===== config.mk =====
export PLATFORM = sky130hd
export DESIGN_NAME = calendar_date_counter
export DESIGN_NICKNAME = d
export VERILOG_FILES = /design/src/rtl/cal_pkg.sv /design/src/rtl/leap_year_detect.sv /design/src/rtl/calendar_date_counter.sv
export SDC_FILE = /design/constraint.sdc
export NUM_CORES = 1
export LEC_CHECK = 0
export ABC_AREA = 0
export CAP_MARGIN = 20
export CORE_ASPECT_RATIO = 2
export CORE_MARGIN = 2
export CORE_UTILIZATION = 65
export DETAILED_ROUTE_END_ITERATION = 12
export GPL_ROUTABILITY_DRIVEN = 1
export PLACE_DENSITY_LB_ADDON = 0.2
export SYNTH_ARGS = -nofsm -noshare
export SYNTH_HDL_FRONTEND = slang
export SYNTH_SLANG_ARGS = --single-unit

===== constraint.sdc =====
create_clock -name clk -period 13.6 [get_ports clk]
set_clock_uncertainty 0.05 [all_clocks]
set_input_delay 4.08 -clock clk [delete_from_list [all_inputs] [get_ports clk]]
set_output_delay 4.08 -clock clk [all_outputs]
set_load 0.01 [all_outputs]

===== src/rtl/cal_pkg.sv =====
// Shared calendar constants and the month-length helper used by the date
// counter and its load validation.
package cal_pkg;

  localparam int DAY_W   = 5;
  localparam int MONTH_W = 4;

  localparam logic [MONTH_W-1:0] JAN = 4'd1;
  localparam logic [MONTH_W-1:0] FEB = 4'd2;
  localparam logic [MONTH_W-1:0] MAR = 4'd3;
  localparam logic [MONTH_W-1:0] APR = 4'd4;
  localparam logic [MONTH_W-1:0] MAY = 4'd5;
  localparam logic [MONTH_W-1:0] JUN = 4'd6;
  localparam logic [MONTH_W-1:0] JUL = 4'd7;
  localparam logic [MONTH_W-1:0] AUG = 4'd8;
  localparam logic [MONTH_W-1:0] SEP = 4'd9;
  localparam logic [MONTH_W-1:0] OCT = 4'd10;
  localparam logic [MONTH_W-1:0] NOV = 4'd11;
  localparam logic [MONTH_W-1:0] DEC = 4'd12;

  // Returns 0 for an out-of-range month so a load with a bad month can never
  // satisfy day <= days_in_month.
  function automatic logic [DAY_W-1:0] days_in_month(input logic [MONTH_W-1:0] month,
                                                     input logic               leap);
    logic [DAY_W-1:0] dim;
    case (month)
      JAN, MAR, MAY, JUL, AUG, OCT, DEC: dim = 5'd31;
      APR, JUN, SEP, NOV:                dim = 5'd30;
      FEB:                               dim = leap ? 5'd29 : 5'd28;
      default:                           dim = 5'd0;
    endcase
    return dim;
  endfunction

endpackage


===== src/rtl/leap_year_detect.sv =====
// Combinational leap-year test. The modulus operators map to constant-divisor
// logic; no iterative divider is involved.
module leap_year_detect #(
  parameter int YEAR_W    = 14,
  parameter int GREGORIAN = 1
) (
  input  logic [YEAR_W-1:0] year,
  output logic              leap
);

  localparam logic [YEAR_W-1:0] C100 = YEAR_W'(100);
  localparam logic [YEAR_W-1:0] C400 = YEAR_W'(400);

  logic div4;
  logic div100;
  logic div400;

  assign div4   = (year[1:0] == 2'b00);
  assign div100 = ((year % C100) == '0);
  assign div400 = ((year % C400) == '0);

  // Julian mode ignores the century exceptions.
  assign leap = (GREGORIAN != 0) ? (div4 && (!div100 || div400)) : div4;

endmodule


===== src/rtl/calendar_date_counter.sv =====
// Day/month/year calendar register. Advances one day per en tick in either
// direction, accepts validated parallel loads and emits registered wrap and
// load-error pulses aligned with the new date.
module calendar_date_counter
  import cal_pkg::*;
#(
  parameter int YEAR_W    = 14,
  parameter int YEAR_MAX  = 9999,
  parameter int YEAR_INIT = 2000,
  parameter int GREGORIAN = 1
) (
  input  logic              clk,
  input  logic              rst,
  input  logic              en,
  input  logic              dir,
  input  logic              load,
  input  logic [4:0]        load_day,
  input  logic [3:0]        load_month,
  input  logic [YEAR_W-1:0] load_year,
  output logic [4:0]        day,
  output logic [3:0]        month,
  output logic [YEAR_W-1:0] year,
  output logic              leap,
  output logic [1:0]        leap_phase,
  output logic              month_wrap,
  output logic              year_wrap,
  output logic              load_err
);

  localparam logic [YEAR_W-1:0] YMAX   = YEAR_W'(YEAR_MAX);
  localparam logic [YEAR_W:0]   YMAX_X = (YEAR_W+1)'(YEAR_MAX);
  localparam logic [YEAR_W:0]   ONE_X  = (YEAR_W+1)'(1);

  logic [DAY_W-1:0]   day_q, day_d;
  logic [MONTH_W-1:0] month_q, month_d;
  logic [YEAR_W-1:0]  year_q, year_d;
  logic               month_wrap_q, month_wrap_d;
  logic               year_wrap_q, year_wrap_d;
  logic               load_err_q, load_err_d;

  logic [YEAR_W:0]    yr_inc_x, yr_dec_x;
  logic               yr_inc_wrap, yr_dec_wrap;
  logic [YEAR_W-1:0]  yr_inc, yr_dec, year_step;
  logic               leap_cur, leap_step, leap_load;
  logic [MONTH_W-1:0] prev_month;
  logic [DAY_W-1:0]   dim_cur, dim_prev;
  logic               load_ok;

  // Year neighbours are formed one bit wider so the wrap compare sees the
  // true overflow/underflow rather than a truncated value.
  assign yr_inc_x    = {1'b0, year_q} + ONE_X;
  assign yr_inc_wrap = (yr_inc_x > YMAX_X);
  assign yr_inc      = yr_inc_wrap ? '0 : yr_inc_x[YEAR_W-1:0];
  assign yr_dec_x    = {1'b0, year_q} - ONE_X;
  assign yr_dec_wrap = yr_dec_x[YEAR_W];
  assign yr_dec      = yr_dec_wrap ? YMAX : yr_dec_x[YEAR_W-1:0];
  assign year_step   = dir ? yr_dec : yr_inc;

  leap_year_detect #(.YEAR_W(YEAR_W), .GREGORIAN(GREGORIAN)) u_leap_cur (
    .year (year_q),
    .leap (leap_cur)
  );

  leap_year_detect #(.YEAR_W(YEAR_W), .GREGORIAN(GREGORIAN)) u_leap_step (
    .year (year_step),
    .leap (leap_step)
  );

  leap_year_detect #(.YEAR_W(YEAR_W), .GREGORIAN(GREGORIAN)) u_leap_load (
    .year (load_year),
    .leap (leap_load)
  );

  // Month lengths for the current month and for the month a down-step lands in;
  // the latter takes the destination year's leap flag when crossing into December.
  assign prev_month = (month_q == JAN) ? DEC : (month_q - 4'd1);
  assign dim_cur    = days_in_month(month_q, leap_cur);
  assign dim_prev   = days_in_month(prev_month, (month_q == JAN) ? leap_step : leap_cur);

  assign load_ok = (load_month >= JAN) && (load_month <= DEC) &&
                   (load_day != '0) &&
                   (load_day <= days_in_month(load_month, leap_load)) &&
                   ({1'b0, load_year} <= YMAX_X);

  // Next-date and pulse logic: load takes priority over en, and any load
  // request (valid or not) discards the tick.
  always_comb begin
    day_d        = day_q;
    month_d      = month_q;
    year_d       = year_q;
    month_wrap_d = 1'b0;
    year_wrap_d  = 1'b0;
    load_err_d   = 1'b0;
    if (load) begin
      if (load_ok) begin
        day_d   = load_day;
        month_d = load_month;
        year_d  = load_year;
      end else begin
        load_err_d = 1'b1;
      end
    end else if (en) begin
      if (!dir) begin
        if (day_q < dim_cur) begin
          day_d = day_q + 5'd1;
        end else begin
          day_d        = 5'd1;
          month_wrap_d = 1'b1;
          if (month_q == DEC) begin
            month_d     = JAN;
            year_d      = yr_inc;
            year_wrap_d = yr_inc_wrap;
          end else begin
            month_d = month_q + 4'd1;
          end
        end
      end else begin
        if (day_q > 5'd1) begin
          day_d = day_q - 5'd1;
        end else begin
          month_wrap_d = 1'b1;
          month_d      = prev_month;
          day_d        = dim_prev;
          if (month_q == JAN) begin
            year_d      = yr_dec;
            year_wrap_d = yr_dec_wrap;
          end
        end
      end
    end
  end

  // Date and pulse registers with synchronous reset.
  always_ff @(posedge clk) begin
    if (rst) begin
      day_q        <= 5'd1;
      month_q      <= JAN;
      year_q       <= YEAR_W'(YEAR_INIT);
      month_wrap_q <= 1'b0;
      year_wrap_q  <= 1'b0;
      load_err_q   <= 1'b0;
    end else begin
      day_q        <= day_d;
      month_q      <= month_d;
      year_q       <= year_d;
      month_wrap_q <= month_wrap_d;
      year_wrap_q  <= year_wrap_d;
      load_err_q   <= load_err_d;
    end
  end

  assign day        = day_q;
  assign month      = month_q;
  assign year       = year_q;
  assign leap       = leap_cur;
  assign leap_phase = year_q[1:0];
  assign month_wrap = month_wrap_q;
  assign year_wrap  = year_wrap_q;
  assign load_err   = load_err_q;

endmodule


==> results by group, run 1 <==
Clocking
  – Clock Latency Late Sink: 270 ps
  – Post-cts sizing count: 0
  – CTS max path bufs: 2
  – CTS buffer count: 3
  – Clk sink count: 26
  – CTS tree: yes
  – Clock-pin slew on the worst setup and hold paths: approximately 70 ps
  – CTS H-tree depth: 1
  – Clock root cell: clkbuf_16
  – Postcts setup bufs: 0
  – Hold buffer count at cts: 0

Synthesis
  – Distinct cells, synth: 109
  – Most frequent cell after synthesis: nor2_1
  – Post-Synthesis Cell Area: about 6000 um2
  – Synth Net Count: between 900 and 1000
  – Synth Register Bits: 26
  – Top cells by area, synth: dfxtp_1 8.7%, nor2_1 5.9%, o21ai_0 4.8%, nand2_1 4.4%, ha_1 4.4%
  – Primary FF master, synth: dfxtp_1
  – Commonest cells post-synth: 94 x nor2_1, 71 x nand2_1, 57 x o21ai_0
  – Synth warn: 0
  – Area leader, netlist: dfxtp_1
  – Seq/Total Area, Yosys: just under 9%
  – Async SR Flop Fraction: 0%
  – Post-synth EDFFs: 0
  – Synth top area share: under 10%
  – Mapped Cells: approximately 870
  – Syn Area/Cell: between 6 and 7 um2

Min path
  – Min-delay worst type: reg2reg

Floorplanning
  – Total core area: 9010 um2
  – Die ar.: 10100 um2
  – Row cnt: 49
  – Initial Util: about two thirds
  – IO Count: between 50 and 60
  – Die Y: 140 um
  – Die X: 72.0 um

Route
  – Vias per inst: between 7 and 8
  – Detailed Route Iter0 Violations: roughly 690
  – Vias post-DR: 6989
  – Pre-antenna DRT Iters: 5
  – Remaining DRCs: 0
  – Post-DRT Antenna Nets: 0
  – WL per Instance: 20.2 um
  – DRT Wirelength: 19500 um

Setup path
  – CP dominant cell by count: o21ai_0
  – Worst path slowest cell: clkdlybuf4s50_1
  – Crit. End Element: flip-flop
  – Worst EP required: roughly 14000 ps
  – Crit start category: input port
  – Setup CP Type: in2reg
  – CP arrival: ~12000 ps
  – CP max stage delay: between 1000 and 1500 ps
  – Crit Path Max Fanout: 26

Power
  – Pwr dens: about 110 nW/um2
  – Leakage power: roughly 2.5 nW
  – Peak VDD IR: around 0.071 mV

STA
  – Slew HR: between 20% and 30%
  – Post-route setup slack: between 1500 and 2000 ps
  – Final number of hold-violating endpoints: 0
  – Hold Slack: about 520 ps
  – RSZ-0062 raised after global routing: false
  – Max Fclk: 82.7 MHz
  – Setup TNS: 0 ps
  – Setup violators final: 0
  – Fin crit share: about nine tenths
  – Minimum clock period: about 12000 ps
  – Slew @ Worst Pin: 1060 ps
  – Slew Viols, Final: 0

Place
  – DP Wirelength: between 10000 and 15000 um
  – Pre-CTS setup slack: approximately 1400 ps
  – Routability congestion estimate: approximately 1
  – Number of port buffers: 56

Final layout
  – Area Growth Syn to Fin: 8.32%
  – # fillers: 792
  – Final Util: ~70%
  – N_diodes: 0
  – Layout cell share with drive strength beyond 1: a little under a tenth
  – Layout Nets: 912

Flow run
  – Max-cap viol count: 0

GRT
  – GRT Total Usage: around 39%
  – Pin count of the biggest net entering global routing: 39
  – Number of global-route vias before repair: 6655
  – Antenna violations before repair: 0
  – Global-route wire length before repair: 31900 um
  – GR Overflow Total: 0

Outcome
  – Outcome: completed
area by class of cell:
class / instances / area [um2] / share of cell area (%)
Multi-Input combinational cell: 742 / 5040 / 77.5
Timing Repair Buffer: 61 / 598 / 9.20
Sequential cell: 26 / 520 / 8.00
Tap cell: 102 / 128 / 1.96
Inverter: 29 / 109 / 1.67
Clock buffer: 3 / 75.1 / 1.15
Clock inverter: 1 / 30.0 / 0.462
state kept, by name, summed over array words and instances, names as in the netlist:
signal / flops
year_wrap: 1
day: 5
month: 4
year: 14
month_wrap: 1
load_err: 1
worst max-delay path: cells and delay by family:
kind | cells | cell delay [ps]
AOI/OAI and AO/OA | 17 | 4340
buffers and inverters | 1 | 1020
muxes | 2 | 380
xor gates and xnor gates | 1 | 250
and+or+nand+nor | 8 | 1570
adders and majority gates | 2 | 540
through the flow:
step / cell area, um2 / instances / total power (W)
after floorplan: 6000 / 866 / 0.000495
after global placement: 6400 / 960 / 0.000593
after detailed placement: 6400 / 960 / 0.000609
after CTS: 6500 / 964 / 0.000700
after global routing: 6500 / 964 / 0.000759
final: 6500 / 964 / 0.000714
metal layers:
layer | part of all wire [%] | routed length, um | global-route usage (%)
met4 | 7.0 | 1370 | 26.4
met1 | 35 | 6770 | 39.4
met2 | 54 | 10500 | 71.0
met5 | 0 | 0 | 0
met3 | 4.6 | 895 | 3.88
cell families after synthesis:
logic type | share of synthesized area, %
adders and majority gates | 4.90
xor gates and xnor gates | 4.50
muxes | 4.42
DFF | 8.67
buffers and inverters | 7.34
AOI/OAI and AO/OA | 40.9
and+or+nand+nor | 29.3
power breakdown:
| group | switching [W] | internal [W] | leakage (nW) |
|---|---|---|---|
| logic | 0.000305 | 0.000209 | 2.20 |
| clock network | 0.0000307 | 0.0000587 | 0.0511 |
| registers | 0.0000271 | 0.0000838 | 0.213 |
worst paths after layout:
check	from	to	slack (ps)	cells after the start
worst max-delay path	load_year[12]	month[2]	1510	31
worst min-delay path	year[11]	year[11]	520	2
worst max register to register	year[12]	year[4]	6790	18
worst min register to register	year[11]	year[11]	520	2
cells in the final DEF, fill, tap and decap left out, types with 10 or more instances in the layout:
cell type / netlist / layout
a211oi_1: 19 / 19
a21o_1: 11 / 11
a21oi_1: 51 / 51
a31oi_1: 14 / 14
and2_1: 11 / 11
and3_1: 11 / 11
clkdlybuf4s50_1: 0 / 56
dfxtp_1: 26 / 26
ha_1: 21 / 21
inv_1: 27 / 27
mux2i_1: 15 / 15
nand2_1: 71 / 71
nand3_1: 33 / 33
nor2_1: 94 / 94
nor2b_1: 13 / 13
nor3_1: 30 / 30
o211ai_1: 15 / 15
o21a_1: 10 / 10
o21ai_0: 57 / 57
o31ai_1: 11 / 11
or2_2: 11 / 11
or3_1: 10 / 10
xnor2_1: 20 / 20
No activity file was read; power rests on OpenSTA's default activity.
==> run 2: changes to the inputs <==
--- a/config.mk
+++ b/config.mk
@@ -7,7 +7,7 @@
 export LEC_CHECK = 0
 export ABC_AREA = 0
 export CAP_MARGIN = 20
-export CORE_ASPECT_RATIO = 2
+export CORE_ASPECT_RATIO = 1.4
 export CORE_MARGIN = 2
 export CORE_UTILIZATION = 65
 export DETAILED_ROUTE_END_ITERATION = 12
==> run 2 against run 1 <==
  * Final cell count up 0.73%
  * Via count down 1.2%
  * Count of clock-buffer cells in the layout up 1
  * Non-clock buffer count up 2
  * Sequential share of layout area about the same
  * Wire length down 5.7%
  * Largest power group unchanged
  * Worst hold slack better by 55 ps
==> results by group, run 2 (synthesized netlist as in run 1, its figures left out) <==
Setup path
  – Crit start category: input port
  – Worst path slowest cell: clkdlybuf4s50_1
  – Worst EP required: 13700 ps (-20 ps)
  – FF-to-FF path depth: 18 (unchanged)
  – Setup CP Type: in2reg
  – CP max stage delay: 1090 ps (+70 ps)
  – CP dominant cell by count: o21ai_0
  – CP arrival: 12090 ps (-120 ps)
  – R2r setup slk: 7040 ps (+250 ps)
  – Crit. End Element: flip-flop
  – R2r startpoint: year[13]
  – FF-to-FF End: year[6]
  – Crit Path Max Fanout: 28 (+7.7%)
  – CP delay by family, top: compound AO/OA/AOI/OAI gates
  – Buf+Inv Stages, Crit Path: 1 (unchanged)

Power
  – Logic pwr share: 74.0% (+2.1 points)
  – Flop pwr share: 15.5% (about the same)
  – Leakage power: 2.47 nW (+0.11%)
  – Clk network pwr share: 10.4% (-2.1 points)
  – Sw Share: 51.1% (+0.28 points)
  – Peak VDD IR: 0.0822 mV (+16%)
  – Pwr dens: 106 nW/um2 (-3.2%)
  – Psw: 0.000354 W (-2.6%)
  – Pint: 0.000338 W (-3.7%)

Route
  – Remaining DRCs: 0 (unchanged)
  – Vias per inst: 7.11 (-2.0%)
  – DRT Wirelength: 18400 um (-5.7%)
  – WL per Instance: 18.9 um (-6.4%)
  – Post-DRT Antenna Nets: 0 (unchanged)
  – Detailed Route Iter0 Violations: 573 (-17%)
  – Vias post-DR: 6902 (-1.2%)
  – Pre-antenna DRT Iters: 6 (+1)

Min path
  – Hold path endpoint: day[3]
  – Hold path depth: 2 (unchanged)
  – Hold Path Origin: day[3]
  – Min-delay worst type: reg2reg

Place
  – Routability congestion estimate: 0.973 (-3.6%)
  – Pre-CTS setup slack: 1470 ps (+46.4 ps)
  – Area of placed instances: 6420 um2 (+0.33%)
  – Number of port buffers: 56 (unchanged)
  – DP Wirelength: 13700 um (-7.6%)
  – Cells after DPL: 967 (+0.73%)

STA
  – Minimum clock period: 11990 ps (-101 ps)
  – Slew @ Worst Pin: 978 ps (-81.4 ps)
  – Fin crit share: 88.2% (-0.74 points)
  – Slew Viols, Final: 0 (unchanged)
  – Slew HR: 34.6% (+5.4 points)
  – Max Fclk: 83.4 MHz (+0.84%)
  – Final number of hold-violating endpoints: 0 (unchanged)
  – Setup violators final: 0 (unchanged)
  – Setup TNS: 0 ps (unchanged)
  – Post-route setup slack: 1610 ps (+101 ps)
  – RSZ-0062 raised after global routing: false

Final layout
  – Multi-input logic area: 5040 um2 (unchanged)
  – Highest-count cells in the layout ignoring fill and taps: 94 x nor2_1, 71 x nand2_1, 57 x o21ai_0
  – Most common cell after layout, fill and taps aside: nor2_1
  – Final Util: 72.5% (+0.34 points)
  – Area Growth Syn to Fin: 8.40% (about the same)
  – Layout Nets: 914 (+0.22%)
  – Max reg flops: 14 (unchanged)
  – Register area: 520 um2 (unchanged)
  – Design area: 6510 um2 (about the same)
  – Layout cell share with drive strength beyond 1: 9.38% (+0.21 points)
  – # fillers: 769 (-2.9%)
  – N_diodes: 0 (unchanged)
  – Final std cells w/o fill: 971 (+0.73%)

Floorplanning
  – Row cnt: 41 (-16%)
  – Die ar.: 10000 um2 (-0.36%)
  – Initial Util: 66.9% (+0.26 points)
  – Die X: 85.2 um (+18%)
  – IO Count: 57 (unchanged)
  – Total core area: 8980 um2 (-0.39%)
  – Die Y: 118 um (-16%)

Clocking
  – CTS buffer count: 3 (unchanged)
  – CTS H-tree depth: 1 (unchanged)
  – Clock root cell: clkbuf_16
  – Post-cts sizing count: 0 (unchanged)
  – Clock Latency Late Sink: 260 ps (about the same)
  – CTS max path bufs: 2 (unchanged)
  – Postcts setup bufs: 0 (unchanged)
  – CTS tree: yes
  – Clk sink count: 26 (unchanged)
  – Clock-pin slew on the worst setup and hold paths: 70 ps (about the same)
  – Hold buffer count at cts: 0 (unchanged)

GRT
  – Number of global-route vias before repair: 6391 (-4.0%)
  – GRT Total Usage: 34.9% (-3.8 points)
  – GR Overflow Total: 0 (unchanged)
  – Antenna violations before repair: 0 (unchanged)
  – Pin count of the biggest net entering global routing: 39 (unchanged)
  – Global-route wire length before repair: 30100 um (-5.5%)

Flow run
  – Max-cap viol count: 0 (unchanged)

Outcome
  – Outcome: completed
## run 2: changes by cell type in the layout (fill, tap and decap cells not counted), sizes merged
| cell | change |
|---|---|
| buf | +2 |
| bufinv | -1 |
| clkbuf | +1 |
## run 2: power groups by stage
stage | Sequential (W) | Combinational, W | Clock, W
after global routing | 0.000109 | 0.000555 | 0.0000760
after global placement | 0.000107 | 0.000478 | 0
after CTS | 0.000107 | 0.000501 | 0.0000722
after floorplan | 0.0000969 | 0.000398 | 0
after detailed placement | 0.000108 | 0.000498 | 0
final | 0.000107 | 0.000512 | 0.0000723
## run 2: routing by layer
metal | wire length [um] | GRT usage (%) | vias up | part of all wire [%]
met4 | 727 | 14.9 | 0 | 4.0
met3 | 951 | 2.03 | 70 | 5.2
met5 | 0 | 0 | - | 0
li1 | - | - | 3293 | -
met2 | 9590 | 62.9 | 309 | 52
met1 | 7120 | 41.9 | 3230 | 39
## run 2: worst max path at each step
stage,start,to,slack [ps],depth (start not counted)
6_report,load_year[13],month[2],1610,31
3_5_place_dp,load_year[12],month[2],1470,31
3_3_place_gp,load_year[12],month[2],1830,31
5_1_grt,load_year[13],month[2],1050,31
4_1_cts,load_year[12],month[2],1730,31
2_1_floorplan,load_year[13],year[11],3270,33
## run 2: worst register-to-register path: stages (launching register included)
cell and delay (ps):
dfxtp_1 930, a21oi_1 240, a2111oi_2 680, a21o_1 240
o21ai_1 140, a2111oi_1 520, a211o_2 340, and2_1 260
mux2i_1 280, o221ai_1 200, nor3_1 370, mux2_2 390
o211ai_1 220, nor4_2 80, o21ai_1 550, a211oi_4 190
o21a_4 360, nand2_2 230, mux2i_1 230
## run 2: final cells by class
type | instances | share of cell area (%)
multi-input combinational | 742 | 77.5
timing repair buffer | 63 | 9.42
inverter | 29 | 1.67
sequential | 26 | 8.00
tap | 107 | 2.06
clock buffer | 4 | 1.37
## run 2: through the flow
stage | power, W | hold slack, ps
final | 0.000692 | 573
after CTS | 0.000680 | 580
after global placement | 0.000585 | 539
after global routing | 0.000740 | 621
after floorplan | 0.000495 | 538
after detailed placement | 0.000606 | 567
